<file path="config.mk">
export PLATFORM = sky130hd
export DESIGN_NAME = data_mem_ctrl
export DESIGN_NICKNAME = d
export VERILOG_FILES = /design/src/rtl/data_mem_ctrl.sv
export SDC_FILE = /design/constraint.sdc
export NUM_CORES = 1
export LEC_CHECK = 0
export ABC_CLOCK_PERIOD_IN_PS = 1500
export CAP_MARGIN = 20
export CORE_MARGIN = 2
export CORE_UTILIZATION = 38
export CTS_BUF_LIST = sky130_fd_sc_hd__clkbuf_4 sky130_fd_sc_hd__clkbuf_8 sky130_fd_sc_hd__clkbuf_16
export DETAILED_ROUTE_END_ITERATION = 6
export PLACE_DENSITY_LB_ADDON = 0.2
export SYNTH_ARGS = -nofsm -noshare
export SYNTH_HDL_FRONTEND = slang
export SYNTH_SLANG_ARGS = --single-unit
</file>
<file path="constraint.sdc">
create_clock -name Clock -period 1.5 [get_ports Clock]
set_input_delay 0.45 -clock Clock [delete_from_list [all_inputs] [get_ports Clock]]
set_output_delay 0.45 -clock Clock [all_outputs]
set_load 0.005 [all_outputs]
</file>
<file path="src/rtl/data_mem_ctrl.sv">
// -----------------------------------------------------------------------------
// data_mem_ctrl
//   Bridges a processor data port (ReadData/WriteData with a wait request) to
//   a simple memory port (MemReq held until a one-cycle MemAck). Each access
//   runs IDLE -> REQ -> DONE. A timeout aborts a REQ that never gets MemAck,
//   returns 0xDEAD to the processor and raises a sticky BusError.
//
//   Optional feature macro: DATA_MEM_CTRL_WRITE_BUFFER_EN
//     Adds a one-entry posted write buffer. A write arriving in IDLE is
//     accepted with no wait and drains through REQ in the background.
//
// Ports
//   Clock, Resetn            rising-edge clock, async active-low reset
//   DataAddr, DataOut        processor address / store data
//   ReadData, WriteData      processor load / store request
//   DataIn                   load data returned to the processor
//   DataWaitreq              processor must hold its request while high
//   MemReq, MemWe            memory request and direction (1 = write)
//   MemAddr, MemWData        memory address / write data
//   MemRData, MemAck         memory read data, valid with the MemAck pulse
//   BusError                 sticky timeout flag
//   dbg_state_o              current FSM state (0 IDLE, 1 REQ, 2 DONE)
//
// Handshake: the processor raises ReadData or WriteData with address/data
// stable and keeps all of them stable while DataWaitreq is high; the access
// has completed in the first cycle the request is high and DataWaitreq is
// low. On the memory side MemReq/MemWe/MemAddr/MemWData stay constant until
// the cycle in which MemAck is high; MemAck outside MemReq is ignored.
// -----------------------------------------------------------------------------
module data_mem_ctrl #(
  parameter int WORD_SIZE      = 16,
  parameter int TIMEOUT_CYCLES = 255
) (
  input  logic                 Clock,
  input  logic                 Resetn,
  input  logic [WORD_SIZE-1:0] DataAddr,
  input  logic [WORD_SIZE-1:0] DataOut,
  input  logic                 ReadData,
  input  logic                 WriteData,
  output logic [WORD_SIZE-1:0] DataIn,
  output logic                 DataWaitreq,
  output logic                 MemReq,
  output logic                 MemWe,
  output logic [WORD_SIZE-1:0] MemAddr,
  output logic [WORD_SIZE-1:0] MemWData,
  input  logic [WORD_SIZE-1:0] MemRData,
  input  logic                 MemAck,
  output logic                 BusError,
  output logic [1:0]           dbg_state_o
);

  typedef enum logic [1:0] {
    IDLE = 2'd0,
    REQ  = 2'd1,
    DONE = 2'd2
  } state_e;

  // Counter value seen in the last REQ cycle that may still take MemAck.
  localparam logic [7:0]           TO_LAST   = 8'(TIMEOUT_CYCLES - 1);
  localparam logic [WORD_SIZE-1:0] ERR_WORD  = WORD_SIZE'(16'hDEAD);

  state_e                 state_q, state_d;
  logic [WORD_SIZE-1:0]   addr_q, addr_d;
  logic [WORD_SIZE-1:0]   wdata_q, wdata_d;
  logic [WORD_SIZE-1:0]   data_in_q, data_in_d;
  logic                   we_q, we_d;
  logic                   err_q, err_d;
  logic [7:0]             cnt_q, cnt_d;
  logic                   wait_c;
  logic                   posted;   // current REQ is a background buffer drain

`ifdef DATA_MEM_CTRL_WRITE_BUFFER_EN
  logic posted_q, posted_d;

  always_ff @(posedge Clock or negedge Resetn) begin
    if (!Resetn) posted_q <= 1'b0;
    else         posted_q <= posted_d;
  end
`endif

  always_ff @(posedge Clock or negedge Resetn) begin
    if (!Resetn) begin
      state_q   <= IDLE;
      addr_q    <= '0;
      wdata_q   <= '0;
      data_in_q <= '0;
      we_q      <= 1'b0;
      err_q     <= 1'b0;
      cnt_q     <= '0;
    end else begin
      state_q   <= state_d;
      addr_q    <= addr_d;
      wdata_q   <= wdata_d;
      data_in_q <= data_in_d;
      we_q      <= we_d;
      err_q     <= err_d;
      cnt_q     <= cnt_d;
    end
  end

  always_comb begin
    state_d   = state_q;
    addr_d    = addr_q;
    wdata_d   = wdata_q;
    data_in_d = data_in_q;
    we_d      = we_q;
    err_d     = err_q;
    cnt_d     = cnt_q;
    wait_c    = 1'b0;
    posted    = 1'b0;
`ifdef DATA_MEM_CTRL_WRITE_BUFFER_EN
    posted_d  = posted_q;
    posted    = posted_q;
`endif
    unique case (state_q)
      IDLE: begin
        wait_c = ReadData | WriteData;
        if (ReadData | WriteData) begin
          state_d = REQ;
          addr_d  = DataAddr;
          wdata_d = DataOut;
          we_d    = WriteData;   // read+write together is a write
          cnt_d   = '0;
`ifdef DATA_MEM_CTRL_WRITE_BUFFER_EN
          // Writes are posted: accepted now, completed in the background.
          posted_d = WriteData;
          wait_c   = ~WriteData;
`endif
        end
      end
      REQ: begin
        // While draining a posted write the processor is not waiting on us,
        // but any new request must stall until the buffer is empty.
        wait_c = posted ? (ReadData | WriteData) : 1'b1;
        if (MemAck) begin
          if (!we_q) data_in_d = MemRData;
          state_d = posted ? IDLE : DONE;
`ifdef DATA_MEM_CTRL_WRITE_BUFFER_EN
          posted_d = 1'b0;
`endif
        end else if (cnt_q == TO_LAST) begin
          err_d = 1'b1;
          if (!posted) data_in_d = ERR_WORD;
          state_d = posted ? IDLE : DONE;
`ifdef DATA_MEM_CTRL_WRITE_BUFFER_EN
          posted_d = 1'b0;
`endif
        end else begin
          cnt_d = cnt_q + 8'd1;
        end
      end
      DONE: begin
        wait_c  = 1'b0;
        state_d = IDLE;
      end
      default: state_d = IDLE;
    endcase
  end

  assign MemReq      = (state_q == REQ);
  // Gated by Resetn so the wait request drops the moment reset is asserted.
  assign DataWaitreq = Resetn & wait_c;
  assign MemWe       = we_q;
  assign MemAddr     = addr_q;
  assign MemWData    = wdata_q;
  assign DataIn      = data_in_q;
  assign BusError    = err_q;
  assign dbg_state_o = state_q;

endmodule

</file>
## Word-level counts from Yosys, hierarchy flattened

Index checks and enable logic that the tools add are counted.
W data, S select, Z words.

- Multiplexer cells: 12
- Eq/ne operators: 7
- Bitwise logic cells: 3
- Add/sub/neg operators: 1
- Reduce and logical (&&, ||, !) cells: 8

Operators with widths:

| operator | number |
|---|---|
| $mux W16 | 3 |
| $mux W8 | 3 |
| $pmux W8 S2 | 1 |
| $add A8 B1 Y8 const B | 1 |
| $eq A8 B8 Y1 const B | 1 |
| $ne A2 B2 Y1 const B | 4 |
| $mux W2 | 3 |
| $reduce_and A3 Y1 | 2 |
| $pmux W2 S2 | 1 |
| $reduce_and A2 Y1 | 2 |
| $reduce_and A4 Y1 | 1 |
| $reduce_bool A2 Y1 | 2 |
| $ne A3 B1 Y1 const B | 1 |
| $eq A2 B1 Y1 const B | 1 |
| $logic_not A2 Y1 | 1 |
| $pmux W1 S2 | 1 |
| $and A1 B1 Y1 | 1 |
| $not A1 Y1 | 1 |
| $or A1 B1 Y1 | 1 |

- Logic and storage cells: 38
- Input bits: 53
- Register bits: 60

## Depth between registers and ports, before layout

Gate-level depths: netlist (run 1).

- Word-level depth: 4
- Depth in mapped cells: 7
- Depth with buffers taken out: 6

## Worst setup path before layout (run 1)

Ideal clock, no wire load.

- Path type: register to register
- From: register cnt_q[0]
- To: register cnt_q[3]
- Setup slack: 23 ps
- Setup time: 124 ps
- Cell stages (with the launch flop): 8
- Required time: 1376 ps
- Arrival: 1353 ps
- Cells stage by stage: dfrtp_1 > inv_1 > ha_1 > nand3_1 > o21ai_2 > and2_4 > buf_6 > a211o_1

- Cells in the longest elaborated chain, start to end: 4

Ends and longest elaborated chain:

| element | RTL line | RTL |
|---|---|---|
| start, declared | 68 | `logic [7:0] cnt_q, cnt_d;` |
| start signal, assigned | 97 | `cnt_q <= cnt_d;` |
| $add A8 B1 Y8 | 149 | `cnt_d = cnt_q + 8'd1;` |
| $mux W8 | 141 | `end else if (cnt_q == TO_LAST) begin` |
| $mux W8 | 135 | `if (MemAck) begin` |
| $pmux W8 S2 | 115 | `unique case (state_q)` |

Parallel ways exist; a longest one is shown, timed or not. The select of a mux whose other input is x is not followed.
A chain may end at the register's enable or synchronous reset.

## Worst setup path in the final report (run 1)

- From: register state_q[0], in the netlist dbg_state_o[0]
- To: output port DataWaitreq

- Cells in the longest elaborated chain, start to end: 3

Ends and longest elaborated chain:

| element | RTL line | RTL |
|---|---|---|
| start, declared | 62 | `state_e state_q, state_d;` |
| start signal, assigned | 91 | `state_q <= state_d;` |
| $eq A2 B1 Y1 or $logic_not A2 Y1 (tied branches) | 115 |  |
| $pmux W1 S2 (*) | 115 |  |
| $and A1 B1 Y1 (*) | 162 | `assign DataWaitreq = Resetn & wait_c;` |
| end, declared | 41 | `output logic DataWaitreq,` |

Mark *: on every way between the ends. The rest lies on a longest branch, timed or not.

==> results of run 1 <==
## final cells by class
class / instances / area, um^2 / area share
well taps: 77 / 96.34 / 0.02386
repair buffers: 141 / 1262 / 0.3127
flip-flops and latches: 60 / 1503 / 0.3722
inverters: 2 / 7.507 / 0.001859
multi-input cells: 168 / 929.6 / 0.2302
clock buffers: 11 / 138.9 / 0.03440
clock inverters: 5 / 100.1 / 0.02479
## how the worst max path moves through the flow
stage	endpoint	slack (ps)	depth (start not counted)
floorplan	cnt_q[3]	20	7
global placement	DataWaitreq	-690	4
detailed placement	DataWaitreq	-660	4
CTS	DataWaitreq	-170	4
global route	DataWaitreq	-200	3
finish	DataWaitreq	-140	4
## timing repair
| item | CTS | global route |
|---|---|---|
| resized for setup | 75 | 11 |
| endpoints found under the setup margin | 72 | 23 |
| setup buffers | 9 | 7 |
| pin swaps | 4 | 4 |
## sequential cells by signal, indices dropped and copies added (netlist names)
register	cells
DataIn	16
MemAddr	16
MemWData	16
cnt_q	8
dbg_state_o	2
BusError	1
MemWe	1
## routing by layer
layer  GRT usage  routed length (um)
met4     0.09238                 138
met3     0.06785                 579
met2      0.2872                2893
met5           0                   0
met1      0.2373                2755
## logic make-up (layout without fill, tap and decap cells)
family / Yosys count / count (layout) / synth area share
DFF: 60 / 60 / 0.6135
xor gates and xnor gates: 1 / 1 / 0.003579
adders and majority gates: 2 / 2 / 0.01022
and+or+nand+nor: 127 / 127 / 0.2234
buffers and inverters: 13 / 159 / 0.02965
AOI/OAI and AO/OA: 38 / 38 / 0.1196
## power by group through the flow
stage | clock network (uW) | logic [uW] | registers (uW)
2_1_floorplan | 0 | 1160 | 2770
3_3_place_gp | 0 | 3170 | 2700
3_5_place_dp | 0 | 3230 | 2700
4_1_cts | 1790 | 3000 | 2650
5_1_grt | 1870 | 3440 | 2740
6_report | 1740 | 3100 | 2650
## cells in the mapped netlist (2+ instances only)
master	count	area (um^2)
nand2_1	102	382.9
dfrtp_1	60	1501
o22a_1	11	96.34
nand3_1	7	35.03
a22o_1	6	52.55
clkbuf_1	6	22.52
o21ai_0	6	30.03
a21o_2	4	35.03
a21oi_1	3	15.01
buf_6	3	33.78
nor3_1	3	15.01
o21a_1	3	22.52
ha_1	2	25.02
inv_1	2	7.510
nand2b_1	2	12.51
nor2_1	2	7.510
nor2b_1	2	12.51
o21ai_2	2	17.52
or3_1	2	12.51
## metrics by stage
stage / TNS, ps / std cells / utilization / power [uW] / setup slack (ps)
floorplan: 0 / 241 / - / 3938 / 22.68
global placement: -16830 / 432 / 0.5878 / 5869 / -691.8
detailed placement: -17510 / 432 / 0.5878 / 5939 / -664.0
CTS: -272.8 / 457 / 0.6311 / 7447 / -165.9
global route: -2989 / 464 / 0.6432 / 8055 / -195.5
finish: -636.5 / 464 / 0.6432 / 7492 / -135.7
==> impl_metrics.env, run 1 <==
export IMPL_path_buf_inv=2
export IMPL_numCtsBuffers=9
export IMPL_r2r_end="cnt_q[3]"
export IMPL_antenna_found_initial=0
export IMPL_seq_power_share=0.354
export IMPL_critPathLaunchType="register"
export IMPL_path_class="register to primary output"
export IMPL_yosys_register_bits=60
export IMPL_avgViaCountPerCell=4.724
export IMPL_clkTransAtPathRegs_ps=60
export IMPL_async_reset_ff_frac=1.000
export IMPL_cap_violations=0
export IMPL_synth_distinct_cells=32
export IMPL_path_max_fanout=3
export IMPL_routedWlPerCell_um=13.72
export IMPL_finalHoldViolations=0
export IMPL_tritoncts="yes"
export IMPL_start_util=0.3899
export IMPL_syn2layout_area_growth_pct=64.98
export IMPL_end_kind="primary output"
export IMPL_num_antenna_cells=0
export IMPL_timing_rr_start="dbg_state_o[0]"
export IMPL_cp_required_ps=1050
export IMPL_power_switching_uw=2335
export IMPL_final_area_um2=4038
export IMPL_grt_pass1_vias=2151
export IMPL_synth_edf_count=0
export IMPL_rsz0062_at_grt="yes"
export IMPL_clock_fmax_mhz=611.4
export IMPL_synth_top_flop_cell="dfrtp_1"
export IMPL_nets=437
export IMPL_crit_chain="buf_4, nor3_4, nor3b_2, buf_2"
export IMPL_comb_power_share=0.414
export IMPL_p_per_area_nw_per_um2=1855
export IMPL_drive_gt1_frac=0.1964
export IMPL_min_path_type="input port to async pin"
export IMPL_final_cell_mix="nand2_1 (102), dfrtp_1 (59), dlygate4sd2_1 (52)"
export IMPL_crit_arrival_ps=1190
export IMPL_final_common_cell="nand2_1"
export IMPL_p_leak_uw=0.002032
export IMPL_nFillCells=523
export IMPL_die_y_um=84.25
export IMPL_switching_share=0.3117
export IMPL_worstRegToRegCells=8
export IMPL_tightest_slew_ps=753.9
export IMPL_cp_slowest_stage_delay_ps=400
export IMPL_internal_power_uw=5157
export IMPL_fin_worst_hold_slack_ps=297.7
export IMPL_yosys_warnings=0
export IMPL_cts_sinks=60
export IMPL_drcViolationCount=0
export IMPL_placed_cell_area_um2=3690
export IMPL_synth_area_um2=2447
export IMPL_h_tree_depth=3
export IMPL_vdd_drop_max_mv=0.9028
export IMPL_skew_ps=6.288
export IMPL_grt_pass1_wl_mm=10.44
export IMPL_port_buffers=106
export IMPL_violations="setup timing"
export IMPL_drv_slew=0
export IMPL_clock_latency_ps=330
export IMPL_crit_start="dbg_state_o[0]"
export IMPL_fin_ws_ps=-135.7
export IMPL_routabilityCongestion=0.7283
export IMPL_postCtsHoldBufs=0
export IMPL_syn_inst=241
export IMPL_grt_overflow=0
export IMPL_first_pass_iters=4
export IMPL_ios=107
export IMPL_seq_area_frac_synth=0.6135
export IMPL_fin_crit_sh=1.090
export IMPL_ant_nets=0
export IMPL_drt_iter0_markers=99
export IMPL_synth_nets=296
export IMPL_regToRegSetupSlack_ps=-110
export IMPL_grt_max_degree=61
export IMPL_crit_family="flip-flops"
export IMPL_slew_headroom=0.4974
export IMPL_cts_root_buffer="clkbuf_8"
export IMPL_dieArea_um2=7098
export IMPL_period_needed_ps=1636
export IMPL_synth_area_per_cell_um2=10.15
export IMPL_core_region_area_um2=6277
export IMPL_clock_power_share=0.232
export IMPL_routed_wl_mm=6.366
export IMPL_clockBufferDepth=2
export IMPL_rows=29
export IMPL_slowest_stage="dfrtp_1"
export IMPL_routed_via_count=2192
export IMPL_setup_viol=11
export IMPL_grt_usage=0.1880
export IMPL_place_hpwl_mm=4.264
export IMPL_status="finished, violations left"
export IMPL_die_x_um=84.25
(Power assumes the default switching activity.)
==> run 2, diff against run 1 <==
--- a/config.mk
+++ b/config.mk
@@ -7,6 +7,7 @@
 export LEC_CHECK = 0
 export ABC_CLOCK_PERIOD_IN_PS = 1500
 export CAP_MARGIN = 20
+export CORE_ASPECT_RATIO = 0.75
 export CORE_MARGIN = 2
 export CORE_UTILIZATION = 38
 export CTS_BUF_LIST = sky130_fd_sc_hd__clkbuf_4 sky130_fd_sc_hd__clkbuf_8 sky130_fd_sc_hd__clkbuf_16
@@ -15,3 +16,4 @@
 export SYNTH_ARGS = -nofsm -noshare
 export SYNTH_HDL_FRONTEND = slang
 export SYNTH_SLANG_ARGS = --single-unit
+export TNS_END_PERCENT = 50
==> run 2 against run 1 <==
  * The run still ends with setup timing left
  * Non-clock buffer count shrank 5
  * Total power shrank 1.6%
  * Worst hold slack lost 8.0 ps
  * Via count grew 0.14%
  * Count of clock-buffer cells in the layout shrank 1
  * Sequential share of layout area grew 0.29 points
  * Final cell count shrank 0.22%
  * Core utilization shrank 0.34 points
  * Global-route usage is essentially flat
  * Sequential power is essentially flat
  * Largest power group unchanged
==> impl_metrics.env, run 2 (same netlist as run 1, synthesis figures left out) <==
export IMPL_regToRegSetupSlack_ps=-60
export IMPL_slew_headroom=0.5005
export IMPL_wl_met3_um=623
export IMPL_clock_latency_ps=330
export IMPL_final_cell_mix="nand2_1 (102), dfrtp_1 (60), dlygate4sd2_1 (52)"
export IMPL_final_area_um2=4003
export IMPL_routed_top_layer="met4"
export IMPL_core_region_area_um2=6256
export IMPL_grt_pass1_wl_mm=10.44
export IMPL_place_hpwl_mm=4.495
export IMPL_final_common_cell="nand2_1"
export IMPL_routed_wl_mm=6.397
export IMPL_start_util=0.3912
export IMPL_ant_nets=0
export IMPL_fin_ws_ps=-175.1
export IMPL_power_switching_uw=2396
export IMPL_fin_crit_sh=1.117
export IMPL_clock_fmax_mhz=597.0
export IMPL_syn2layout_area_growth_pct=63.55
export IMPL_seqCellArea_um2=1501
export IMPL_placed_cell_area_um2=3690
export IMPL_tightest_slew_ps=749.2
export IMPL_drcViolationCount=0
export IMPL_cts_root_buffer="clkbuf_8"
export IMPL_finish_utilization=0.6398
export IMPL_drv_slew=0
export IMPL_finalHoldViolations=0
export IMPL_postCtsHoldBufs=0
export IMPL_wl_met2_mm=2.686
export IMPL_numCtsBuffers=9
export IMPL_period_needed_ps=1675
export IMPL_crit_chain="buf_6, nor3_4, nor3b_2, buf_2"
export IMPL_end_kind="primary output"
export IMPL_first_pass_iters=4
export IMPL_seq_power_share=0.360
export IMPL_path_max_fanout=2
export IMPL_rsz0062_at_grt="yes"
export IMPL_nFillCells=559
export IMPL_die_x_um=96.67
export IMPL_path_class="register to primary output"
export IMPL_antenna_found_initial=0
export IMPL_clkTransAtPathRegs_ps=70
export IMPL_multiInputGateArea_um2=934.6
export IMPL_h_tree_depth=3
export IMPL_wl_met1_mm=2.960
export IMPL_vdd_drop_max_mv=0.8829
export IMPL_grt_max_degree=61
export IMPL_routabilityCongestion=0.8434
export IMPL_grt_overflow=0
export IMPL_internal_power_uw=4978
export IMPL_setup_viol=4
export IMPL_clock_power_share=0.221
export IMPL_status="finished, violations left"
export IMPL_skew_ps=7.950
export IMPL_port_buffers=106
export IMPL_crit_arrival_ps=1230
export IMPL_p_per_area_nw_per_um2=1842
export IMPL_die_y_um=73.50
export IMPL_avgViaCountPerCell=4.741
export IMPL_slowest_stage="dfrtp_1"
export IMPL_num_antenna_cells=0
export IMPL_cp_slowest_stage_delay_ps=390
export IMPL_nets=432
export IMPL_cp_required_ps=1050
export IMPL_drt_iter0_markers=70
export IMPL_violations="setup timing"
export IMPL_fin_total_pwr_uw=7375
export IMPL_routedWlPerCell_um=13.82
export IMPL_dieArea_um2=7105
export IMPL_grt_usage=0.1880
export IMPL_p_leak_uw=0.002005
export IMPL_tritoncts="yes"
export IMPL_critPathLaunchType="register"
export IMPL_rows=25
export IMPL_switching_share=0.3249
export IMPL_ios=107
export IMPL_min_path_type="input port to async pin"
export IMPL_comb_power_share=0.420
export IMPL_cap_violations=0
export IMPL_cts_sinks=60
export IMPL_clockBufferDepth=2
export IMPL_grt_pass1_vias=2173
export IMPL_drive_gt1_frac=0.1859
export IMPL_routed_via_count=2195
[run 2: changes by cell type in the layout (fill, tap and decap cells not counted), sizes merged]
| cell | before | now |
|---|---|---|
| bufinv | 3 | 2 |
| clkinv | 2 | 1 |
| clkinvlp | 0 | 3 |
| dlymetal6s2s | 0 | 1 |
| clkdlybuf4s15 | 2 | 0 |
| buf | 39 | 35 |
| clkbuf | 11 | 10 |
[run 2: path summary, 6_finish.rpt]
| check | to | from | cells past startpoint |
|---|---|---|---|
| max reg2reg | cnt_q[3] | dbg_state_o[0] | 7 |
| min reg2reg | MemAddr[14] | MemAddr[14] | 2 |
| max | DataWaitreq | dbg_state_o[0] | 4 |
| max in group asynchronous | cnt_q[2] | Resetn | 2 |
| min | DataIn[1] | Resetn | 2 |
| min in group Clock | MemAddr[14] | MemAddr[14] | 2 |
[run 2: layer usage]
metal | vias to the layer above | track usage
met5 | - | 0
met4 | 0 | 0.08451
met3 | 11 | 0.09039
met2 | 88 | 0.2701
met1 | 1023 | 0.2432
li1 | 1073 | -
[run 2: area by class of cell]
| cell class | instances | share of cell area |
|---|---|---|
| multi-input combinational | 168 | 0.2335 |
| clock buffer | 10 | 0.03439 |
| sequential | 60 | 0.3751 |
| inverter | 2 | 0.001876 |
| tap | 81 | 0.02532 |
| timing repair buffer | 136 | 0.3079 |
| clock inverter | 6 | 0.02188 |
[run 2: repair_timing]
item                                    4_1_cts  5_1_grt
hold endpoints to repair                      0        0
cloned                                        0        1
gates resized for setup                      77       18
buffers inserted                              6        5
endpoints found under the setup margin       72       31
pin swaps                                     2        6
[run 2: worst max-delay path, delay by kind of cell (launching register included)]
family / cells / cell delay, ps
buffers and inverters: 2 / 260
AND/OR/NAND/NOR: 2 / 250
flip-flops: 1 / 390
[run 2: through the flow]
stage | std cells | setup TNS [ps] | setup WS (ps) | hold slack, ps
final | 463 | -449.3 | -175.1 | 289.7
after global routing | 463 | -2836 | -231.1 | 357.4
after CTS | 458 | -494.4 | -226.2 | 314.8
after detailed placement | 437 | -16870 | -839.7 | 455.9
after global placement | 437 | -16000 | -793.1 | 456.1
after floorplan | 241 | 0 | 22.68 | 154.4
[run 2: power groups by stage]
stage	logic [uW]	clock network, uW	registers (uW)
after global routing	3430	1750	2740
after floorplan	1160	0	2770
after global placement	3170	0	2690
final	3100	1630	2650
after CTS	2940	1660	2660
after detailed placement	3240	0	2710
